--- src/rtl/aes_round_ctrl.sv ---
// aes_round_ctrl -- round sequencer for the AES-128 encryption datapath.
//
// Each stage module (AddRoundKey, SubBytes, ShiftRows, MixColumns) gets a
// one-cycle enable pulse and answers with a done pulse. The stages run in
// Rijndael order:
//   ARK, (SB, SR, MC, ARK) x (NR-1), SB, SR, ARK
// The controller also steers the AddRoundKey input mux and presents the
// round index to the key schedule. Every output comes straight from a flop.
//
// Ports:
//   clk_i, rst_n          clock (rising edge), asynchronous active-low reset
//   start_i               begin a block; sampled only while idle
//   busy_o                a block is in flight
//   done_o                1-cycle pulse, ciphertext valid at the ARK output
//   err_o                 sticky stage-timeout flag (0 unless timeout build)
//   round_o[3:0]          round index 0..NR for the key schedule
//   ark_sel_o[1:0]        ARK input: 0 plaintext, 1 MixColumns, 2 ShiftRows
//   *_en_o / *_done_i     stage enable / done handshakes
//
// Build option: define AES_ROUND_CTRL_TIMEOUT_EN to abort a block when a
// stage fails to answer within TIMEOUT_CYCLES wait cycles.
module aes_round_ctrl #(
  parameter int unsigned NR             = 10,
  parameter int unsigned TIMEOUT_CYCLES = 16
) (
  input  logic       clk_i,
  input  logic       rst_n,
  input  logic       start_i,
  output logic       busy_o,
  output logic       done_o,
  output logic       err_o,
  output logic [3:0] round_o,
  output logic [1:0] ark_sel_o,
  output logic       ark_en_o,
  output logic       sb_en_o,
  output logic       sr_en_o,
  output logic       mc_en_o,
  input  logic       ark_done_i,
  input  logic       sb_done_i,
  input  logic       sr_done_i,
  input  logic       mc_done_i
);

  typedef enum logic [2:0] {
    S_IDLE  = 3'd0,
    S_W_ARK = 3'd1,
    S_W_SB  = 3'd2,
    S_W_SR  = 3'd3,
    S_W_MC  = 3'd4
  } state_e;

  localparam logic [3:0] LAST_RND = 4'(NR);
  localparam logic [1:0] SEL_PT   = 2'd0;
  localparam logic [1:0] SEL_MC   = 2'd1;
  localparam logic [1:0] SEL_SR   = 2'd2;

  state_e     state_q, state_d;
  logic [3:0] round_q, round_d;
  logic [1:0] sel_q, sel_d;
  logic       busy_q, busy_d;
  logic       done_q, done_d;
  logic       ark_en_q, ark_en_d;
  logic       sb_en_q, sb_en_d;
  logic       sr_en_q, sr_en_d;
  logic       mc_en_q, mc_en_d;
  logic       stage_done;  // done_i of the stage currently being waited on
  logic       timeout;

  // Only the done_i matching the current wait state is ever looked at.
  always_comb begin
    stage_done = 1'b0;
    case (state_q)
      S_W_ARK: stage_done = ark_done_i;
      S_W_SB:  stage_done = sb_done_i;
      S_W_SR:  stage_done = sr_done_i;
      S_W_MC:  stage_done = mc_done_i;
      default: stage_done = 1'b0;
    endcase
  end

`ifdef AES_ROUND_CTRL_TIMEOUT_EN
  localparam int unsigned CNT_W = $clog2(TIMEOUT_CYCLES + 1);

  logic [CNT_W-1:0] wait_cnt_q, wait_cnt_d;
  logic             err_q, err_d;

  // The counter restarts whenever a stage is issued (start from idle or a
  // stage completing) and counts the cycles spent waiting otherwise.
  always_comb begin
    timeout    = (state_q != S_IDLE) && !stage_done &&
                 (wait_cnt_q == CNT_W'(TIMEOUT_CYCLES - 1));
    wait_cnt_d = wait_cnt_q + 1'b1;
    if (state_q == S_IDLE || stage_done || timeout) wait_cnt_d = '0;
  end

  // Sticky until the next accepted start.
  always_comb begin
    err_d = err_q;
    if (state_q == S_IDLE && start_i) err_d = 1'b0;
    if (timeout)                      err_d = 1'b1;
  end

  always_ff @(posedge clk_i or negedge rst_n) begin
    if (!rst_n) begin
      wait_cnt_q <= '0;
      err_q      <= 1'b0;
    end else begin
      wait_cnt_q <= wait_cnt_d;
      err_q      <= err_d;
    end
  end

  assign err_o = err_q;
`else
  assign timeout = 1'b0;
  assign err_o   = 1'b0;
`endif

  // State register
  always_ff @(posedge clk_i or negedge rst_n) begin
    if (!rst_n) state_q <= S_IDLE;
    else        state_q <= state_d;
  end

  // Next state
  always_comb begin
    state_d = state_q;
    case (state_q)
      S_IDLE:  if (start_i)    state_d = S_W_ARK;
      S_W_ARK: if (ark_done_i) state_d = (round_q == LAST_RND) ? S_IDLE : S_W_SB;
      S_W_SB:  if (sb_done_i)  state_d = S_W_SR;
      // The final round skips MixColumns.
      S_W_SR:  if (sr_done_i)  state_d = (round_q == LAST_RND) ? S_W_ARK : S_W_MC;
      S_W_MC:  if (mc_done_i)  state_d = S_W_ARK;
      default:                 state_d = S_IDLE;
    endcase
    if (timeout) state_d = S_IDLE;
  end

  // Registered outputs. No state is ever re-entered from itself, so a stage
  // enable is simply "entering W_x on this edge", giving one-cycle pulses.
  always_comb begin
    round_d  = round_q;
    sel_d    = sel_q;
    done_d   = 1'b0;
    busy_d   = (state_d != S_IDLE);
    ark_en_d = (state_d == S_W_ARK) && (state_q != S_W_ARK);
    sb_en_d  = (state_d == S_W_SB)  && (state_q != S_W_SB);
    sr_en_d  = (state_d == S_W_SR)  && (state_q != S_W_SR);
    mc_en_d  = (state_d == S_W_MC)  && (state_q != S_W_MC);
    case (state_q)
      S_IDLE: if (start_i) begin
        round_d = '0;
        sel_d   = SEL_PT;
      end
      S_W_ARK: if (ark_done_i) begin
        if (round_q == LAST_RND) done_d  = 1'b1;
        else                     round_d = round_q + 4'd1;
      end
      S_W_SR: if (sr_done_i && round_q == LAST_RND) sel_d = SEL_SR;
      S_W_MC: if (mc_done_i) sel_d = SEL_MC;
      default: ;
    endcase
  end

  always_ff @(posedge clk_i or negedge rst_n) begin
    if (!rst_n) begin
      round_q  <= '0;
      sel_q    <= SEL_PT;
      busy_q   <= 1'b0;
      done_q   <= 1'b0;
      ark_en_q <= 1'b0;
      sb_en_q  <= 1'b0;
      sr_en_q  <= 1'b0;
      mc_en_q  <= 1'b0;
    end else begin
      round_q  <= round_d;
      sel_q    <= sel_d;
      busy_q   <= busy_d;
      done_q   <= done_d;
      ark_en_q <= ark_en_d;
      sb_en_q  <= sb_en_d;
      sr_en_q  <= sr_en_d;
      mc_en_q  <= mc_en_d;
    end
  end

  assign round_o   = round_q;
  assign ark_sel_o = sel_q;
  assign busy_o    = busy_q;
  assign done_o    = done_q;
  assign ark_en_o  = ark_en_q;
  assign sb_en_o   = sb_en_q;
  assign sr_en_o   = sr_en_q;
  assign mc_en_o   = mc_en_q;

endmodule
--- config.mk ---
export PLATFORM = sky130hd
export DESIGN_NAME = aes_round_ctrl
export DESIGN_NICKNAME = d
export VERILOG_FILES = /design/src/rtl/aes_round_ctrl.sv
export SDC_FILE = /design/constraint.sdc
export NUM_CORES = 1
export LEC_CHECK = 0
export ABC_AREA = 1
export BUFFER_PORTS_ARGS = -buffer_cell sky130_fd_sc_hd__buf_2
export CORE_UTILIZATION = 44
export CTS_CLUSTER_SIZE = 25
export DETAILED_ROUTE_END_ITERATION = 6
export PLACE_DENSITY_LB_ADDON = 0.15
export SLEW_MARGIN = 20
export SYNTH_ARGS = -nofsm -noshare
export SYNTH_HDL_FRONTEND = slang
export SYNTH_SLANG_ARGS = --single-unit
--- constraint.sdc ---
create_clock -name clk_i -period 1.2 [get_ports clk_i]
set_input_delay 0.24 -clock clk_i [delete_from_list [all_inputs] [get_ports clk_i]]
set_output_delay 0.24 -clock clk_i [all_outputs]
set_load 0.02 [all_outputs]
==> results of run 1 <==
stage by stage:
| stage | power [W] | TNS [ns] | hold WS, ns |
|---|---|---|---|
| global route | 0.00243 | -1.45 | 0.239 |
| floorplan | 0.00140 | -0.484 | -0.0556 |
| detailed placement | 0.00169 | -0.376 | 0.152 |
| global placement | 0.00165 | -0.0926 | 0.152 |
| CTS | 0.00208 | -0.346 | 0.217 |
| finish | 0.00227 | -0.722 | 0.256 |
Yosys cell counts:
cell / n / area share [%]
sky130_fd_sc_hd__nor2_1: 8 / 4.0
sky130_fd_sc_hd__o21ai_1: 2 / 1.3
sky130_fd_sc_hd__nand2_1: 23 / 12
sky130_fd_sc_hd__o211ai_1: 1 / 1.0
sky130_fd_sc_hd__nand2_2: 2 / 1.7
sky130_fd_sc_hd__or2_0: 1 / 0.84
sky130_fd_sc_hd__nand3_1: 8 / 5.4
sky130_fd_sc_hd__a21oi_2: 1 / 1.2
sky130_fd_sc_hd__nand3_2: 1 / 1.3
sky130_fd_sc_hd__ha_1: 2 / 3.3
sky130_fd_sc_hd__nor2_2: 4 / 3.3
sky130_fd_sc_hd__nor3_1: 1 / 0.67
sky130_fd_sc_hd__xnor2_1: 1 / 1.2
sky130_fd_sc_hd__inv_1: 15 / 7.5
sky130_fd_sc_hd__inv_2: 2 / 1.0
sky130_fd_sc_hd__dfrtp_1: 15 / 50
sky130_fd_sc_hd__buf_4: 1 / 1.0
sky130_fd_sc_hd__conb_1: 1 / 0.50
sky130_fd_sc_hd__nand4_1: 1 / 0.84
sky130_fd_sc_hd__nand3b_1: 1 / 1.0
sky130_fd_sc_hd__xor2_1: 1 / 1.2
cell families after synthesis:
| logic type | synth area share, % |
|---|---|
| AND/OR/NAND/NOR | 30.6 |
| flip-flops | 50.2 |
| XOR/XNOR | 2.34 |
| AO/OA/AOI/OAI | 3.51 |
| adder cells (fa/ha/maj) | 3.34 |
| buffers and inverters | 9.53 |
| other | 0.501 |
placed cells by master (no fill, tap or decap), types with 2 or more instances in the layout:
cell type / netlist / final
sky130_fd_sc_hd__nand2_1: 23 / 18
sky130_fd_sc_hd__o21ai_1: 2 / 2
sky130_fd_sc_hd__nand3_2: 1 / 2
sky130_fd_sc_hd__dfrtp_1: 15 / 11
sky130_fd_sc_hd__nand2_2: 2 / 4
sky130_fd_sc_hd__buf_2: 0 / 16
sky130_fd_sc_hd__buf_6: 0 / 6
sky130_fd_sc_hd__nor2_2: 4 / 3
sky130_fd_sc_hd__dfrtp_2: 0 / 4
sky130_fd_sc_hd__buf_4: 1 / 6
sky130_fd_sc_hd__clkbuf_4: 0 / 3
sky130_fd_sc_hd__inv_1: 15 / 13
sky130_fd_sc_hd__nor2_1: 8 / 5
sky130_fd_sc_hd__nand3_4: 0 / 2
sky130_fd_sc_hd__nor2_4: 0 / 4
sky130_fd_sc_hd__inv_2: 2 / 4
sky130_fd_sc_hd__nand3_1: 8 / 5
sky130_fd_sc_hd__nand2_4: 0 / 3
final cells by class:
cell class / instances / area, µm² / area share [%]
timing repair buffer: 29 / 203 / 18.5
clock inverter: 1 / 5.00 / 0.456
tap: 16 / 20.0 / 1.82
multi-input combinational: 59 / 404 / 36.8
sequential: 15 / 380 / 34.6
clock buffer: 3 / 22.5 / 2.05
inverter: 17 / 63.8 / 5.81
registers in the layout, summed over array words and instances, names as in the netlist:
signal and cells:
ark_sel_o 2, sb_en_o 1, done_o 1, state_q 3, sr_en_o 1, round_o 4, mc_en_o 1, ark_en_o 1
busy_o 1
final timing paths:
kind / depth (start not counted) / to / slack, ns / start
max: 7 / round_o[2] / -0.11 / state_q[1]
min: 3 / done_o / 0.26 / ark_done_i
max reg2reg: 7 / round_o[2] / -0.11 / state_q[1]
min reg2reg: 2 / ark_sel_o[1] / 0.52 / ark_sel_o[1]
max in group asynchronous: 2 / round_o[1] / 0.56 / rst_n
min in group asynchronous: 2 / ark_sel_o[1] / 0.38 / rst_n
metal layers:
| metal | track usage [%] | vias to the layer above | routed length (µm) | share of wire [%] |
|---|---|---|---|---|
| met3 | 5.11 | 8 | 73 | 4.2 |
| met4 | 10.9 | 0 | 76 | 4.3 |
| li1 | - | 341 | - | - |
| met1 | 22.0 | 334 | 750 | 43 |
| met2 | 30.1 | 27 | 850 | 49 |
| met5 | 0 | - | 0 | 0 |
power by group:
group          internal, W  switching, W
Sequential        0.000642      0.000107
Clock             0.000124      0.000162
Combinational     0.000469      0.000763
repair_timing:
| action | CTS | global route |
|---|---|---|
| pin swaps | 4 | 7 |
| setup buffers | 3 | 4 |
| resized for setup | 10 | 18 |
| setup endpoints to repair | 11 | 16 |
| hold endpoints to repair | 15 | 0 |
| hold buffers | 1 | 0 |
critical path, delay by kind of cell, from the launching register on:
family | cells | cell delay (ns)
flip-flops | 1 | 0.44
buffers and inverters | 1 | 0.10
AND/OR/NAND/NOR | 6 | 0.70
==> qor.log, run 1 <==
[power_and_ir_drop] total leakage power 0.624 nW
[grt] aggregate global-route resource usage 18.7%
[synth] number of warnings issued by yosys 0
[grt] maximum number of pins on one net before global-route repair 16
[die] std cell rows 14
[synth] Gate Count Post-Synth 92
[grt] number of global-route vias before repair 622
[clocking] number of buffers created by CTS 3
[worst_setup_path] critical path data required time 1.43 ns
[grt] global route overflow 0
[final_layout] number of inserted diodes 0
[final_layout] nets 134
[route] TritonRoute pass-1 iters 4
[worst_setup_path] CP Capture Type register
[route] wire length after detailed routing 1750 µm
[worst_setup_path] worst-path cell with the longest stage delay sky130_fd_sc_hd__dfrtp_1
[final_layout] Area growth, synth to finish 46.8%
[synth] Netlist cell types 21
[power_and_ir_drop] total power density per cell area 2060 nW/µm²
[place] Post-Place Worst Slack -0.0870 ns
[grt] number of antenna violations at the first check in global routing 0
[synth] Seq/Total Area, Yosys 50.2%
[die] Starting Density 48.5%
[synth] Mapped Avg Cell Area 8.13 µm²
[sta] worst-case clock skew 0.000325 ns
[clocking] Skew-Pair Late Insertion Delay 0.28 ns
[place] count of input and output buffers 18
[route] vias after detailed routing 710
[final_layout] fraction of final layout cells sized beyond drive strength 1 49.2%
[synth] post-synthesis instance area 748 µm²
[sta] minimum setup slack in the final design -0.108 ns
[place] Placed Area 908 µm²
[clocking] H-tree levels 1
[die] Std-Cell Core Area 1540 µm²
[die] die outline width 43.2 µm
[route] average wire per cell in the routed design 12.5 µm
[synth] syn_nets 101
[place] last weighted congestion value of the routability-driven placer 0.813
[place] sum of net half-perimeters after detailed placement 1100 µm
[route] final antenna-violating net count 0
[worst_setup_path] crit-path max FO 5
[route] post-DR vias/cell 5.07
[final_layout] share of the core filled with cells in the final layout 71.3%
[route] number of DRC violations after detailed routing 0
[clocking] Clk pin slew, worst setup/hold paths 0.09 ns
[worst_setup_path] kind of critical path reg2reg
[worst_setup_path] element type at the critical path start register
[sta] Fmax achieved 0.765 GHz
[worst_hold_path] worst min-delay path category in2reg
[clocking] largest buffer count on any clock path 2
[die] top-level I/O count 20
[worst_setup_path] peak per-stage delay on the critical path 0.44 ns
[final_layout] final design instance area without fill 1100 µm²
[clocking] clk root buf sky130_fd_sc_hd__clkbuf_4
[worst_setup_path] CP cell instances nor2_2, nand3b_1, nand2_1, inv_1, nand2_4, nand2_1, nand2_1
[power_and_ir_drop] worst voltage drop across the vdd grid 1.18 mV
[sta] pins over their slew limit 0
[synth] post-synthesis sequential element count 15
[worst_setup_path] Data arrival, critical path 1.53 ns
[grt] wire length of the first global-routing pass 2500 µm
[route] drt first-iter violations 33
[die] overall die height 43.2 µm
[final_layout] fin cells 140
[sta] final setup violation count 12
[place] total instance count after detailed placement 128
[run] total of max-cap violations 0
[clocking] CTS tree done
[sta] min Tclk post-route 1.31 ns
[run_status] violated checks negative setup slack
[sta] final cycle utilization of the critical path 109%
[sta] final hold violation count 0
[die] floorplan die area 1870 µm²
[run_status] outcome finished with violations
[final_layout] Fill cells 118
[sta] setup repair after global routing missed its margin yes
[worst_setup_path] dominant cell type by count on the critical path sky130_fd_sc_hd__nand2_1
[clocking] TritonCTS sink count 15
(Power assumes the default switching activity.)
==> run 2, diff against run 1 <==
- ABC_AREA: 1 -> unset
- CORE_MARGIN: unset -> 4
==> qor.log, run 2 <==
[sta] final cycle utilization of the critical path 132% [+23 points]
[synth] Mapped Avg Cell Area 10.7 µm² [+32%]
[grt] number of global-route vias before repair 659 [+5.9%]
[worst_setup_path] Critical Path End busy_o
[clocking] Skew-Pair Late Insertion Delay 0.28 ns [about the same]
[sta] final setup violation count 11 [-1]
[die] die outline width 49.0 µm [+13%]
[synth] Netlist cell types 33 [+57%]
[synth] Gate Count Post-Synth 69 [-25%]
[grt] aggregate global-route resource usage 16.2% [-2.5 points]
[worst_setup_path] kind of critical path reg2reg
[worst_setup_path] worst-path cell with the longest stage delay sky130_fd_sc_hd__or4b_4
[place] Post-Place Worst Slack -0.424 ns [-0.337 ns]
[synth] cell types occupying the most area after synthesis sky130_fd_sc_hd__dfrtp_1 51%, sky130_fd_sc_hd__mux2i_1 4.1%, sky130_fd_sc_hd__nor2_1 3.6%
[clocking] Clk pin slew, worst setup/hold paths 0.09 ns [about the same]
[route] vias after detailed routing 643 [-9.4%]
[synth] Synth top area share 50.8% [+0.59 points]
[worst_setup_path] critical path data required time 1.37 ns [-0.06 ns]
[sta] pins over their slew limit 0 [unchanged]
[final_layout] Fill cells 112 [-5.1%]
[final_layout] number of flip-flops in the largest register 4 [unchanged]
[worst_setup_path] element type at the critical path start register
[synth] post-synthesis sequential element count 15 [unchanged]
[synth] Commonest cells post-synth 15 x sky130_fd_sc_hd__dfrtp_1, 7 x sky130_fd_sc_hd__nor2_1, 5 x sky130_fd_sc_hd__nand2_1
[final_layout] Area growth, synth to finish 53.1%
[place] total instance count after detailed placement 118 [-7.8%]
[final_layout] most used cells in the layout excluding fill and tap cells 20 x sky130_fd_sc_hd__buf_4, 16 x sky130_fd_sc_hd__buf_2, 11 x sky130_fd_sc_hd__dfrtp_1
[synth] syn_nets 78 [-23%]
[route] wire length after detailed routing 1740 µm [-0.40%]
[final_layout] number of inserted diodes 0 [unchanged]
[sta] setup repair after global routing missed its margin yes
[synth] number of warnings issued by yosys 0 [unchanged]
[sta] final hold violation count 0 [unchanged]
[route] TritonRoute pass-1 iters 4 [unchanged]
[run_status] outcome finished with violations
[worst_setup_path] r2r endpoint busy_o
[route] average wire per cell in the routed design 13.5 µm [+8.1%]
[sta] Fmax achieved 0.634 GHz [-17%]
[power_and_ir_drop] total leakage power 0.588 nW [-5.7%]
[sta] final worst hold slack 0.187 ns [-0.0689 ns]
[place] last weighted congestion value of the routability-driven placer 0.791 [-2.7%]
[synth] count of flip-flops with a built-in enable after synthesis 0 [unchanged]
[place] sum of net half-perimeters after detailed placement 1260 µm [+14%]
[power_and_ir_drop] Total Power Consumption 0.00271 W [+19%]
[synth] most common cell in the netlist sky130_fd_sc_hd__dfrtp_1
[worst_setup_path] crit-path max FO 3 [-2]
[clocking] number of buffers created by CTS 3 [unchanged]
[power_and_ir_drop] worst voltage drop across the vdd grid 1.78 mV [+51%]
[clocking] clk root buf sky130_fd_sc_hd__clkbuf_4
[power_and_ir_drop] total power density per cell area 2390 nW/µm² [+16%]
[die] overall die height 49.0 µm [+13%]
[synth] most instantiated flip-flop cell in the synthesis netlist sky130_fd_sc_hd__dfrtp_1
[place] count of input and output buffers 18 [unchanged]
[clocking] largest buffer count on any clock path 2 [unchanged]
[grt] maximum number of pins on one net before global-route repair 16 [unchanged]
[grt] global route overflow 0 [unchanged]
[grt] wire length of the first global-routing pass 2890 µm [+16%]
[worst_setup_path] peak per-stage delay on the critical path 0.49 ns [+0.05 ns]
[synth] dominant cell type by area after synthesis sky130_fd_sc_hd__dfrtp_1
[die] Starting Density 48.0% [-0.57 points]
[final_layout] nets 123 [-8.2%]
[sta] aggregate negative setup slack -2.45 ns [-1.73 ns]
[worst_setup_path] reg2reg path depth 6 [-1]
[die] floorplan die area 2400 µm² [+28%]
[sta] min Tclk post-route 1.58 ns [+0.271 ns]
[synth] Seq/Total Area, Yosys 50.8% [+0.59 points]
[route] number of DRC violations after detailed routing 0 [unchanged]
[run] total of max-cap violations 0 [unchanged]
[final_layout] fraction of final layout cells sized beyond drive strength 1 59.3% [+10 points]
[worst_setup_path] flop2flop setup slack -0.38 ns [-0.27 ns]
[clocking] CTS tree done
[route] drt first-iter violations 10 [-70%]
[final_layout] fin cells 129 [-7.9%]
[route] post-DR vias/cell 4.98 [-1.7%]
[die] Std-Cell Core Area 1540 µm² [unchanged]
[worst_setup_path] beginning of the worst register-to-register path round_o[0]
[worst_setup_path] CP cell instances inv_2, ha_4, and3b_2, or3_4, nand2_2, or4b_4
[clocking] TritonCTS sink count 15 [unchanged]
[run_status] violated checks negative setup slack
[synth] post-synthesis instance area 739 µm² [-1.2%]
[worst_setup_path] CP Capture Type register
[sta] minimum setup slack in the final design -0.379 ns [-0.271 ns]
[die] top-level I/O count 20 [unchanged]
[clocking] H-tree levels 1 [unchanged]
[grt] number of antenna violations at the first check in global routing 0 [unchanged]
[worst_hold_path] worst min-delay path category in2reg
[route] final antenna-violating net count 0 [unchanged]
[synth] FFs w/ async S/R, synth 100% [unchanged]
[final_layout] leading cell type in the layout, fill and taps excluded sky130_fd_sc_hd__buf_4
[worst_setup_path] Data arrival, critical path 1.74 ns [+0.21 ns]
[die] std cell rows 14 [unchanged]
[sta] worst-case clock skew 0.00151 ns [+0.00119 ns]
[worst_setup_path] startpoint of the most critical setup path round_o[0]
## run 2: cell count changes after synthesis, sizes merged, moves of 2 or more
| cell | change |
|---|---|
| nand2 | -20 |
| inv | -11 |
| nand3 | -9 |
| nor2 | -5 |
| nand2b | +4 |
| buf | +3 |
| mux2i | +3 |
| o22ai | +2 |
## run 2: what timing repair did
action                                  in CTS  in global routing
endpoints found under the setup margin      11                 13
hold buffers                                 1                  0
pin swaps                                    5                  2
hold endpoints to repair                    15                  0
buffers inserted                             3                  3
gates resized for setup                     11                  9
## run 2: metal layers
metal | global-route usage [%] | wire length [µm] | vias to the layer above
li1 | - | - | 324
met1 | 19.7 | 755 | 298
met2 | 24.8 | 846 | 17
met3 | 5.20 | 94 | 4
met4 | 9.42 | 46 | 0
met5 | 0 | 0 | -
## run 2: how the worst min path moves through the flow
| stage | from | to | slack, ns | cells after the start |
|---|---|---|---|---|
| floorplan | rst_n | ark_en_o | -0.06 | 0 |
| global placement | rst_n | sr_en_o | 0.16 | 1 |
| detailed placement | rst_n | sr_en_o | 0.16 | 1 |
| CTS | sb_done_i | sr_en_o | 0.19 | 3 |
| global route | sb_done_i | sr_en_o | 0.21 | 3 |
| finish | sb_done_i | sr_en_o | 0.19 | 3 |
## run 2: through the flow
| step | util [%] | instance area, µm² |
|---|---|---|
| 5_1_grt | 73.5 | 1130 |
| 6_report | 73.5 | 1130 |
| 2_1_floorplan | - | 756 |
| 3_3_place_gp | 63.6 | 980 |
| 3_5_place_dp | 63.6 | 980 |
| 4_1_cts | 70.0 | 1080 |
## run 2: critical path: cells and delay by family (launching register included)
| kind | cells | cell delay (ns) |
|---|---|---|
| fa+ha+maj | 1 | 0.11 |
| buf+inv | 1 | 0.06 |
| flops | 1 | 0.41 |
| simple gates | 4 | 0.87 |
## run 2: area by class of cell
type / count / area (µm²) / area share (%)
Multi-Input combinational cell: 44 / 364 / 32.2
Inverter: 6 / 22.5 / 1.99
Clock buffer: 4 / 26.3 / 2.32
Sequential cell: 15 / 380 / 33.6
Tap cell: 16 / 20.0 / 1.77
Timing Repair Buffer: 44 / 319 / 28.2
## run 2: cell families after synthesis
group / Yosys count / synth area share [%]
adders and majority gates: 2 / 3.38
xor gates and xnor gates: 1 / 1.18
other: 1 / 0.507
muxes: 3 / 4.06
and+or+nand+nor: 25 / 20.6
buffers and inverters: 10 / 6.94
DFF: 15 / 50.8
AOI/OAI and AO/OA: 12 / 12.5
## run 2: power breakdown
group	leakage (nW)	switching, W	total [W]	internal, W
Combinational	0.381	0.000725	0.00160	0.000873
Sequential	0.192	0.000138	0.000815	0.000677
Clock	0.0150	0.000166	0.000295	0.000129
